<file path="src/rtl/wishbone_cmd_deframer.sv">
`default_nettype none
// ============================================================================
// Module   : wishbone_cmd_deframer
// Brief    : Assembles header + 4 payload bytes into a 34-bit command word
//            for wishbone_master; flags bad headers, timeouts and overruns.
// Revision : 1.0  initial release
// ============================================================================
module wishbone_cmd_deframer #(
    parameter int         TIMEOUT_CYCLES = 1000,
    parameter logic [3:0] SYNC_NIBBLE    = 4'hA
) (
    input  logic        i_clk,
    input  logic        i_reset_n,
    input  logic        i_rx_stb,
    input  logic [7:0]  i_rx_byte,
    output logic        o_rx_busy,
    output logic        o_cmd_stb,
    output logic [33:0] o_cmd_word,
    input  logic        i_cmd_busy,
    output logic        o_frame_err,
    output logic        o_overflow,
    output logic [7:0]  o_err_count
);

    localparam int                  c_TIMER_W      = $clog2(TIMEOUT_CYCLES);
    localparam logic [c_TIMER_W-1:0] c_TIMEOUT_LAST = c_TIMER_W'(TIMEOUT_CYCLES - 1);

    localparam logic [1:0] c_S_IDLE = 2'd0;
    localparam logic [1:0] c_S_DATA = 2'd1;
    localparam logic [1:0] c_S_OUT  = 2'd2;

    logic [1:0]           r_state;
    logic [1:0]           r_cnt;
    logic [c_TIMER_W-1:0] r_timer;
    logic [1:0]           r_type;
    logic [23:0]          r_payload;
    logic [33:0]          r_cmd_word;
    logic                 r_frame_err;
    logic                 r_overflow;
    logic [7:0]           r_err_count;

    logic                 w_hdr_ok;
    logic [1:0]           w_err_inc;
    logic [8:0]           w_err_sum;
    logic [7:0]           w_err_count_next;

    assign w_hdr_ok = (i_rx_byte[7:4] == SYNC_NIBBLE) && (i_rx_byte[3:2] == 2'b00);

    // Both pulse sources can be added in one cycle; the sum saturates at 8'hFF.
    assign w_err_inc        = {1'b0, r_frame_err} + {1'b0, r_overflow};
    assign w_err_sum        = {1'b0, r_err_count} + {7'd0, w_err_inc};
    assign w_err_count_next = w_err_sum[8] ? 8'hFF : w_err_sum[7:0];

    always_ff @(posedge i_clk or negedge i_reset_n) begin
        if (!i_reset_n) begin
            r_state     <= c_S_IDLE;
            r_cnt       <= 2'd0;
            r_timer     <= '0;
            r_type      <= 2'd0;
            r_payload   <= 24'd0;
            r_cmd_word  <= 34'd0;
            r_frame_err <= 1'b0;
            r_overflow  <= 1'b0;
            r_err_count <= 8'd0;
        end else begin
            r_frame_err <= 1'b0;
            r_overflow  <= 1'b0;
            r_err_count <= w_err_count_next;
            case (r_state)
                c_S_IDLE: begin
                    if (i_rx_stb) begin
                        if (w_hdr_ok) begin
                            r_type  <= i_rx_byte[1:0];
                            r_cnt   <= 2'd0;
                            r_timer <= '0;
                            r_state <= c_S_DATA;
                        end else begin
                            r_frame_err <= 1'b1;
                        end
                    end
                end
                c_S_DATA: begin
                    if (i_rx_stb) begin
                        r_payload <= {r_payload[15:0], i_rx_byte};
                        r_timer   <= '0;
                        r_cnt     <= r_cnt + 2'd1;
                        if (r_cnt == 2'd3) begin
                            r_cmd_word <= {r_type, r_payload, i_rx_byte};
                            r_state    <= c_S_OUT;
                        end
                    end else if (r_timer == c_TIMEOUT_LAST) begin
                        r_frame_err <= 1'b1;
                        r_state     <= c_S_IDLE;
                    end else begin
                        r_timer <= r_timer + 1'b1;
                    end
                end
                c_S_OUT: begin
                    // Any byte offered here is lost, including on the accept cycle.
                    if (i_rx_stb) r_overflow <= 1'b1;
                    if (!i_cmd_busy) r_state <= c_S_IDLE;
                end
                default: r_state <= c_S_IDLE;
            endcase
        end
    end

    assign o_rx_busy   = (r_state == c_S_OUT);
    assign o_cmd_stb   = (r_state == c_S_OUT);
    assign o_cmd_word  = r_cmd_word;
    assign o_frame_err = r_frame_err;
    assign o_overflow  = r_overflow;
    assign o_err_count = r_err_count;

endmodule
`default_nettype wire

</file>
<file path="config.mk">
export PLATFORM = sky130hd
export DESIGN_NAME = wishbone_cmd_deframer
export DESIGN_NICKNAME = d
export VERILOG_FILES = /design/src/rtl/wishbone_cmd_deframer.sv
export SDC_FILE = /design/constraint.sdc
export NUM_CORES = 1
export LEC_CHECK = 0
export CAP_MARGIN = 20
export CORE_ASPECT_RATIO = 1.75
export CORE_UTILIZATION = 50
export CTS_BUF_LIST = sky130_fd_sc_hd__clkbuf_4
export DETAILED_ROUTE_END_ITERATION = 6
export GPL_TIMING_DRIVEN = 0
export HOLD_SLACK_MARGIN = 0.02
export PLACE_DENSITY = 0.83
export SLEW_MARGIN = 10
export SYNTH_ARGS = -nofsm -noshare
export SYNTH_HDL_FRONTEND = slang
export SYNTH_SLANG_ARGS = --single-unit
export TNS_END_PERCENT = 10
</file>
<file path="constraint.sdc">
create_clock -name i_clk -period 1.7 [get_ports i_clk]
set_input_delay 0.34 -clock i_clk [delete_from_list [all_inputs] [get_ports i_clk]]
set_output_delay 0.34 -clock i_clk [all_outputs]
set_load 0.01 [all_outputs]
</file>
# Yosys cells after proc, flatten, opt, wreduce, memory -nomap -nowiden
# Cells that the tools add are included.
# totals
regBits,84
in_bits,12
out_inout_bits,46
wordCells,59
# op_classes
addsub,4
n_eq_ne,12
n_mux,24
n_reduce_logical,10
# ops
cell,count
2-to-1 mux 10 bit,4
case mux 10 bit (2 select lines),1
2-to-1 mux 2 bit,9
adder 10 x 1 -> 10 bit (second input constant),1
== test 10 bit (second input constant),1
adder 8 x 2 -> 9 bit,1
inequality test 3 bit (second input constant),3
2-to-1 mux 8 bit,1
inequality test 2 bit (second input constant),4
AND reduction 4 bit,2
2-to-1 mux 1 bit,6
case mux 2 bit (3 select lines),1
AND reduction 3 bit,2
AND reduction 5 bit,1
== test 2 bit (second input constant),2
== test 4 bit (second input constant),1
zero test 2 bit,2
case mux 2 bit (2 select lines),1
adder 1 x 1 -> 2 bit,1
adder 2 x 1 -> 2 bit (second input constant),1
== test 2 x 1 -> 1 bit (second input constant),1
case mux 1 bit (2 select lines),1
AND reduction 2 bit,1
nonzero test 2 bit,1
logical AND 1 bit,1

# Longest topological paths before layout
# Gate-level depths: netlist (run 1).
# logic_depth
depth_word,5
depth_mapped,6
mapped_depth_nobuf,6

# Least setup slack after synthesis (run 1)
# OpenSTA, ideal clock, no wires.
# synth_timing
kind,reg2reg
start,reg r_frame_err (netlist: o_frame_err)
end,reg r_err_count[6] (netlist: o_err_count[6])
setup_ps,77
arrival_ps,1538
t_required_ps,1623
slack_ps,84
stages_incl_launch_ff,7
n_path_buf,0
period_less_slack_ps,1616
path_cell_list,dfrtp_1 -> fa_1 -> ha_1 -> and3_1 -> nand3_1 -> nor3_1 -> a21oi_1
# synth_via
elab_chain_len,3
# synth_lines
item,line,rtl
"start, declared",38,logic r_frame_err;
"start signal, assigned",62,r_frame_err <= 1'b0;
"start signal, assigned",66,r_frame_err <= 1'b0;
"start signal, assigned",78,r_frame_err <= 1'b1;
adder 1 x 1 -> 2 bit,50,"assign w_err_inc = {1'b0, r_frame_err} + {1'b0, r_overflow};"
adder 8 x 2 -> 9 bit,51,"assign w_err_sum = {1'b0, r_err_count} + {7'd0, w_err_inc};"
2-to-1 mux 8 bit,52,assign w_err_count_next = w_err_sum[8] ? 8'hFF : w_err_sum[7:0];
via w_err_count_next[6],45,logic [7:0] w_err_count_next;
"end signal, assigned",68,r_err_count <= w_err_count_next;
"end, declared",40,logic [7:0] r_err_count;
# The timed path passes the listed nets, and every way through them passes these cells.
# A chain may end at the register's enable or synchronous reset.

# Worst setup path in the final report (run 1)
# layout_timing
start,reg r_timer[0]
end,reg r_timer[1]
# layout_via
elab_chain_len,4
word_cells_on_any_way,7
classes_between,add/sub (1); eq/ne (2); mux (3); reduce/logical (1)
# layout_lines
item,line,rtl
"start, declared",34,logic [c_TIMER_W-1:0] r_timer;
"start signal, assigned",95,r_timer <= r_timer + 1'b1;
adder 10 x 1 -> 10 bit,95,
2-to-1 mux 10 bit,91,end else if (r_timer == c_TIMEOUT_LAST) begin
2-to-1 mux 10 bit,83,if (i_rx_stb) begin
case mux 10 bit (2 select lines),69,case (r_state)
# Parallel ways exist; a longest one is shown, timed or not. The select of a mux whose other input is x is not followed.

==> results of run 1 <==
==> registers in the layout (all words and copies together), names as in the netlist <==
name         cells
o_overflow       1
r_state          2
r_timer         10
o_cmd_word      34
r_type           2
r_payload       24
o_err_count      8
r_cnt            2
o_frame_err      1
==> how the worst max path moves through the flow <==
stage | from | to | slack, ns | depth (start not counted)
after floorplan | o_frame_err$_DFF_PN0_ | o_err_count[6]$_DFF_PN0_ | 0.08 | 6
after global placement | i_reset_n | o_cmd_word[27]$_DFFE_PN0P_ | -2.59 | 1
after detailed placement | i_rx_byte[4] | r_timer[1]$_DFFE_PN0P_ | -0.50 | 5
after CTS | r_state[0]$_DFFE_PN0P_ | o_cmd_word[2]$_DFFE_PN0P_ | -0.0009 | 5
after global routing | r_timer[1]$_DFFE_PN0P_ | r_timer[1]$_DFFE_PN0P_ | -0.04 | 5
final | r_timer[0]$_DFFE_PN0P_ | r_timer[1]$_DFFE_PN0P_ | 0.03 | 5
==> critical path, cell delays in order (launching register included) <==
cell and delay [ns]:
dfrtp_1 0.43, ha_2 0.20, and4b_2 0.27, a311oi_4 0.36, buf_6 0.16, mux2i_1 0.18
==> per-stage QoR <==
stage	setup slack [ns]	total power, mW
3_3_place_gp	-2.59	4.65
5_1_grt	-0.0412	6.14
3_5_place_dp	-0.502	4.76
4_1_cts	-0.000882	5.81
2_1_floorplan	0.0841	3.91
6_report	0.0281	5.79
==> layer usage <==
| layer | up-vias | wire [microns] | GRT usage, % |
|---|---|---|---|
| met5 | - | 0 | 0 |
| met1 | 1200 | 2790 | 25.7 |
| li1 | 1089 | - | - |
| met3 | 19 | 221 | 3.63 |
| met2 | 53 | 3780 | 34.9 |
| met4 | 0 | 193 | 10.4 |
==> timing repair <==
item,CTS,global route
endpoints found under the hold margin,23,0
pin swaps,1,3
setup endpoints to repair,76,81
resized for setup,38,34
buffers inserted,4,5
hold buffers,1,0
==> synth_stat cells, types with 2 or more instances <==
master,n,area [sq um]
nor2_1,9,33.8
or2_2,3,18.8
and3_1,5,31.3
a21oi_1,10,50.1
buf_2,5,25.0
inv_1,7,26.3
o21ai_0,3,15.0
ha_1,3,37.5
mux2i_1,2,20.0
a31oi_1,9,56.3
nor3_1,3,15.0
nand2_1,13,48.8
mux2_2,60,676
nand3_1,7,35.0
a41oi_1,3,26.3
dfrtp_1,84,2100
nor2b_1,2,12.5
nand2b_1,2,12.5
==> area by class of cell <==
| cell class | count | area, sq um |
|---|---|---|
| fillers | 527 | 2350 |
| flip-flops and latches | 84 | 2100 |
| multi-input cells | 156 | 1360 |
| repair buffers | 68 | 708 |
| well taps | 84 | 105 |
| clock buffers | 10 | 75.1 |
| plain buffers | 8 | 67.6 |
| clock inverters | 5 | 53.8 |
| inverters | 7 | 26.3 |
==> power breakdown <==
| group | leakage [nW] | switching [mW] | internal [mW] |
|---|---|---|---|
| combinational | 1.35 | 0.717 | 0.997 |
| sequential | 1.11 | 0.403 | 2.58 |
| clock | 0.0675 | 0.645 | 0.450 |
==> kinds of logic after synthesis <==
| kind of cell | after synthesis | share of synthesized area (%) |
|---|---|---|
| adder cells (fa/ha/maj) | 4 | 1.64 |
| multiplexers | 62 | 19.8 |
| buffers and inverters | 16 | 2.49 |
| AND/OR/NAND/NOR | 56 | 9.21 |
| flip-flops | 84 | 59.7 |
| AO/OA/AOI/OAI | 34 | 7.15 |
==> flow_metrics.env, run 1 <==
export IMPL_synthesis_area_sq_mm=0.00352
export IMPL_rows=40
export IMPL_synth_edf_count=0
export IMPL_finalSetupTns_ns=0
export IMPL_period_minus_slack_ns=1.67
export IMPL_cp_required_ns=2.06
export IMPL_antenna_cells=0
export IMPL_whs_ns=0.340
export IMPL_drc=0
export IMPL_r2r_cells=5
export IMPL_crit_path_end_kind="flip-flop"
export IMPL_async_flop_share_pct=100
export IMPL_clockRootBuffer="clkbuf_4"
export IMPL_finalCritPeriodShare_pct=98.3
export IMPL_drtAntennaViolNets=0
export IMPL_drv_slew=0
export IMPL_place_inst=398
export IMPL_status="complete, no violations"
export IMPL_synth_ff_type="dfrtp_1"
export IMPL_finalSetupViolations=0
export IMPL_gr_total_overflow=0
export IMPL_ir_drop_v=0.000851
export IMPL_grt_pass1_wl_mm=11.5
export IMPL_crit_type="reg -> reg"
export IMPL_crit_arrival_ns=2.03
export IMPL_fin_nets=350
export IMPL_final_cell_mix="dfrtp_1, mux2_2, dlymetal6s2s_1"
export IMPL_rsz0062_at_grt="yes"
export IMPL_cts_sinks=84
export IMPL_fin_util_pct=65.7
export IMPL_yosysWarnings=0
export IMPL_worstMarginPinSlew_ns=0.548
export IMPL_cp_max_fo=4
export IMPL_grt_max_degree=62
export IMPL_grt_pass1_vias=2376
export IMPL_initial_core_util_pct=51.3
export IMPL_drt_initial_drc_count=128
export IMPL_final_common_cell="dfrtp_1"
export IMPL_grt_usage_pct=20.9
export IMPL_clock_path_buffers=2
export IMPL_p_per_area_mw_per_mm2=1290
export IMPL_drt_total_wl_mm=6.98
export IMPL_slew_headroom_pct=63.2
export IMPL_finalClockSkew_ns=0.0105
export IMPL_cts_htree_levels=3
export IMPL_cp_start_kind="flip-flop"
export IMPL_final_area_sq_mm=0.00450
export IMPL_insertion_delay_ns=0.43
export IMPL_placed_area_sq_mm=0.00422
export IMPL_dr_pass1_iters=4
export IMPL_die_area_sq_mm=0.00739
export IMPL_fmax_mhz=598
export IMPL_hp_class="in -> async"
export IMPL_num_vias=2361
export IMPL_drive_gt1_share_pct=34.6
export IMPL_fp_coreArea_sq_mm=0.00686
export IMPL_regToRegSetupSlack_ns=0.03
export IMPL_yosysUniqueCellTypes=44
export IMPL_cts_tree="done"
export IMPL_syn_inst=256
export IMPL_cts_made_buffers=9
export IMPL_final_cell_count_no_fill=422
export IMPL_hold_viol_final=0
export IMPL_syn_to_final_growth_pct=28.0
export IMPL_syn_avg_cell_area_sq_um=13.7
export IMPL_drv_cap=0
export IMPL_r2r_start="r_timer[0]$_DFFE_PN0P_"
export IMPL_r2r_end="r_timer[1]$_DFFE_PN0P_"
export IMPL_io_pins=58
export IMPL_clk_pin_slew_ns=0.12
export IMPL_die_w_microns=65.4
export IMPL_drt_wirelength_per_cell_microns=16.5
export IMPL_dp_hpwl_mm=4.74
export IMPL_seq_area_frac_synth_pct=59.7
export IMPL_gp_congestion=0.794
export IMPL_numPortBuffers=57
export IMPL_cellLeakagePower_nw=2.53
export IMPL_yosys_register_bits=84
export IMPL_synth_nets=272
export IMPL_dieHeight_microns=113
export IMPL_antenna_found_initial=0
export IMPL_via_per_inst=5.59
(Power assumes the default switching activity.)
==> inputs of run 2 (changes only) <==
--- a/config.mk
+++ b/config.mk
@@ -13,4 +13,4 @@
 export GPL_TIMING_DRIVEN = 0
-export HOLD_SLACK_MARGIN = 0.02
-export PLACE_DENSITY = 0.83
+export HOLD_SLACK_MARGIN = 0.12
+export PLACE_DENSITY = 0.79
 export SLEW_MARGIN = 10
--- a/constraint.sdc
+++ b/constraint.sdc
@@ -3,2 +3,2 @@
 set_output_delay 0.34 -clock i_clk [all_outputs]
-set_load 0.01 [all_outputs]
+set_load 0.1 [all_outputs]
==> flow_metrics.env, run 2 (synthesis gave the netlist of run 1 again) <==
export IMPL_fp_coreArea_sq_mm=0.00686
export IMPL_drt_wirelength_per_cell_microns=16.8
export IMPL_setup_ws_ns=-0.0839
export IMPL_rows=40
export IMPL_drt_initial_drc_count=160
export IMPL_hp_class="in -> reg"
export IMPL_rsz0062_at_grt="yes"
export IMPL_worstMarginPinSlew_ns=0.541
export IMPL_grt_pass1_wl_mm=11.0
export IMPL_hold_viol_final=0
export IMPL_drv_slew=0
export IMPL_slew_headroom_pct=64.1
export IMPL_cts_tree="done"
export IMPL_drt_total_wl_mm=7.13
export IMPL_ir_drop_v=0.000787
export IMPL_crit_arrival_ns=1.44
export IMPL_die_w_microns=65.4
export IMPL_cts_htree_levels=3
export IMPL_clk_pin_slew_ns=0.12
export IMPL_cts_made_buffers=9
export IMPL_insertion_delay_ns=0.43
export IMPL_clock_path_buffers=2
export IMPL_r2r_cells=5
export IMPL_io_pins=58
export IMPL_die_area_sq_mm=0.00739
export IMPL_cts_sinks=84
export IMPL_dp_hpwl_mm=4.72
export IMPL_r2r_start="r_timer[1]$_DFFE_PN0P_"
export IMPL_final_common_cell="dfrtp_1"
export IMPL_syn_to_final_growth_pct=25.4
export IMPL_cp_required_ns=1.36
export IMPL_place_inst=398
export IMPL_finalCritPeriodShare_pct=105
export IMPL_numPortBuffers=57
export IMPL_via_per_inst=5.61
export IMPL_cp_max_fo=4
export IMPL_grt_usage_pct=20.2
export IMPL_num_vias=2383
export IMPL_clockRootBuffer="clkbuf_4"
export IMPL_fin_nets=351
export IMPL_final_cell_count_no_fill=425
export IMPL_initial_core_util_pct=51.3
export IMPL_grt_max_degree=45
export IMPL_fmax_mhz=561
export IMPL_crit_path_max_incr_delay_ns=0.42
export IMPL_drtAntennaViolNets=0
export IMPL_grt_pass1_vias=2326
export IMPL_cp_start_kind="flip-flop"
export IMPL_cp_startpoint="r_state[0]$_DFFE_PN0P_"
export IMPL_p_per_area_mw_per_mm2=1680
export IMPL_antenna_found_initial=1
export IMPL_dr_pass1_iters=4
export IMPL_finalClockSkew_ns=0.00817
export IMPL_final_cell_mix="dfrtp_1, mux2_2, buf_2"
export IMPL_status="complete, but fails checks"
export IMPL_drv_cap=0
export IMPL_critical_path_cell_chain="buf_8 -> nor2b_4 -> buf_6 -> buf_12"
export IMPL_gp_congestion=0.841
export IMPL_drc=0
export IMPL_dieHeight_microns=113
export IMPL_crit_type="reg -> out"
export IMPL_drive_gt1_share_pct=50.6
export IMPL_crit_path_end_kind="output port"
export IMPL_violations="setup timing"
export IMPL_crit_end="o_rx_busy"
export IMPL_cellLeakagePower_nw=2.15
export IMPL_finalSetupViolations=10
export IMPL_fillers=541
export IMPL_cp_slowest_cell="dfrtp_1"
export IMPL_gr_total_overflow=0
export IMPL_largest_reg_flops=34
export IMPL_fin_util_pct=64.3
export IMPL_r2r_end="r_timer[3]$_DFFE_PN0P_"
export IMPL_regToRegSetupSlack_ns=-0.05
export IMPL_period_minus_slack_ns=1.78
## run 2: repair_timing
action / in CTS / in global routing
hold buffers: 1 / 0
pin swaps: 8 / 6
buffers inserted: 0 / 8
endpoints found under the setup margin: 76 / 58
hold endpoints to repair: 40 / 0
gates cloned: 0 / 1
gates resized for setup: 219 / 41
## run 2: final cells by class
class / instances / area, sq um / share of cell area (%)
diodes: 1 / 2.50 / 0.0567
plain buffers: 9 / 78.8 / 1.79
clock buffers: 12 / 90.1 / 2.04
clock inverters: 4 / 16.3 / 0.369
inverters: 7 / 26.3 / 0.596
multi-input cells: 156 / 1430 / 32.5
flip-flops and latches: 84 / 2120 / 48.0
well taps: 84 / 105 / 2.38
repair buffers: 68 / 541 / 12.3
## run 2: how the worst min path moves through the flow
stage                     slack, ns                    from  depth (start not counted)                   endpoint
after global placement         0.45  r_timer[9]$_DFFE_PN0P_                          1     r_timer[9]$_DFFE_PN0P_
after CTS                      0.33            i_rx_byte[4]                          2   r_payload[4]$_DFFE_PN0P_
final                          0.34            i_rx_byte[4]                          2  o_cmd_word[4]$_DFFE_PN0P_
after floorplan                0.04               i_reset_n                          0  o_cmd_word[0]$_DFFE_PN0P_
after global routing           0.36            i_rx_byte[4]                          2   r_payload[4]$_DFFE_PN0P_
after detailed placement       0.35               i_reset_n                          1     r_timer[5]$_DFFE_PN0P_
## run 2: power breakdown
group | internal, mW | switching (mW)
Combinational | 0.956 | 2.48
Clock | 0.335 | 0.626
Sequential | 2.60 | 0.434
Total | 3.89 | 3.54
## run 2: layer usage
| layer | up-vias | global-route usage (%) | routed length (microns) |
|---|---|---|---|
| li1 | 1091 | - | - |
| met1 | 1227 | 23.7 | 2780 |
| met2 | 54 | 34.1 | 3960 |
| met3 | 11 | 2.92 | 216 |
| met4 | 0 | 12.2 | 182 |
| met5 | - | 0 | 0 |
## run 2: stage by stage
| stage | hold WS (ns) | cell area (sq um) | power (mW) | setup WS (ns) | TNS, ns |
|---|---|---|---|---|---|
| after global routing | 0.358 | 4410 | 7.77 | -0.122 | -0.823 |
| final | 0.341 | 4410 | 7.43 | -0.0839 | -0.384 |
| after global placement | 0.454 | 4230 | 6.43 | -3.14 | -255.46 |
| after floorplan | 0.0444 | 3550 | 5.66 | -0.0744 | -0.158 |
| after CTS | 0.328 | 4290 | 7.33 | -0.131 | -0.373 |
| after detailed placement | 0.354 | 4250 | 6.53 | -0.648 | -36.25 |
## run 2: critical path: cells and delay by family, from the launching register on
kind | cells | cell delay [ns]
AND/OR/NAND/NOR | 1 | 0.17
buffers and inverters | 3 | 0.42
flip-flops | 1 | 0.42
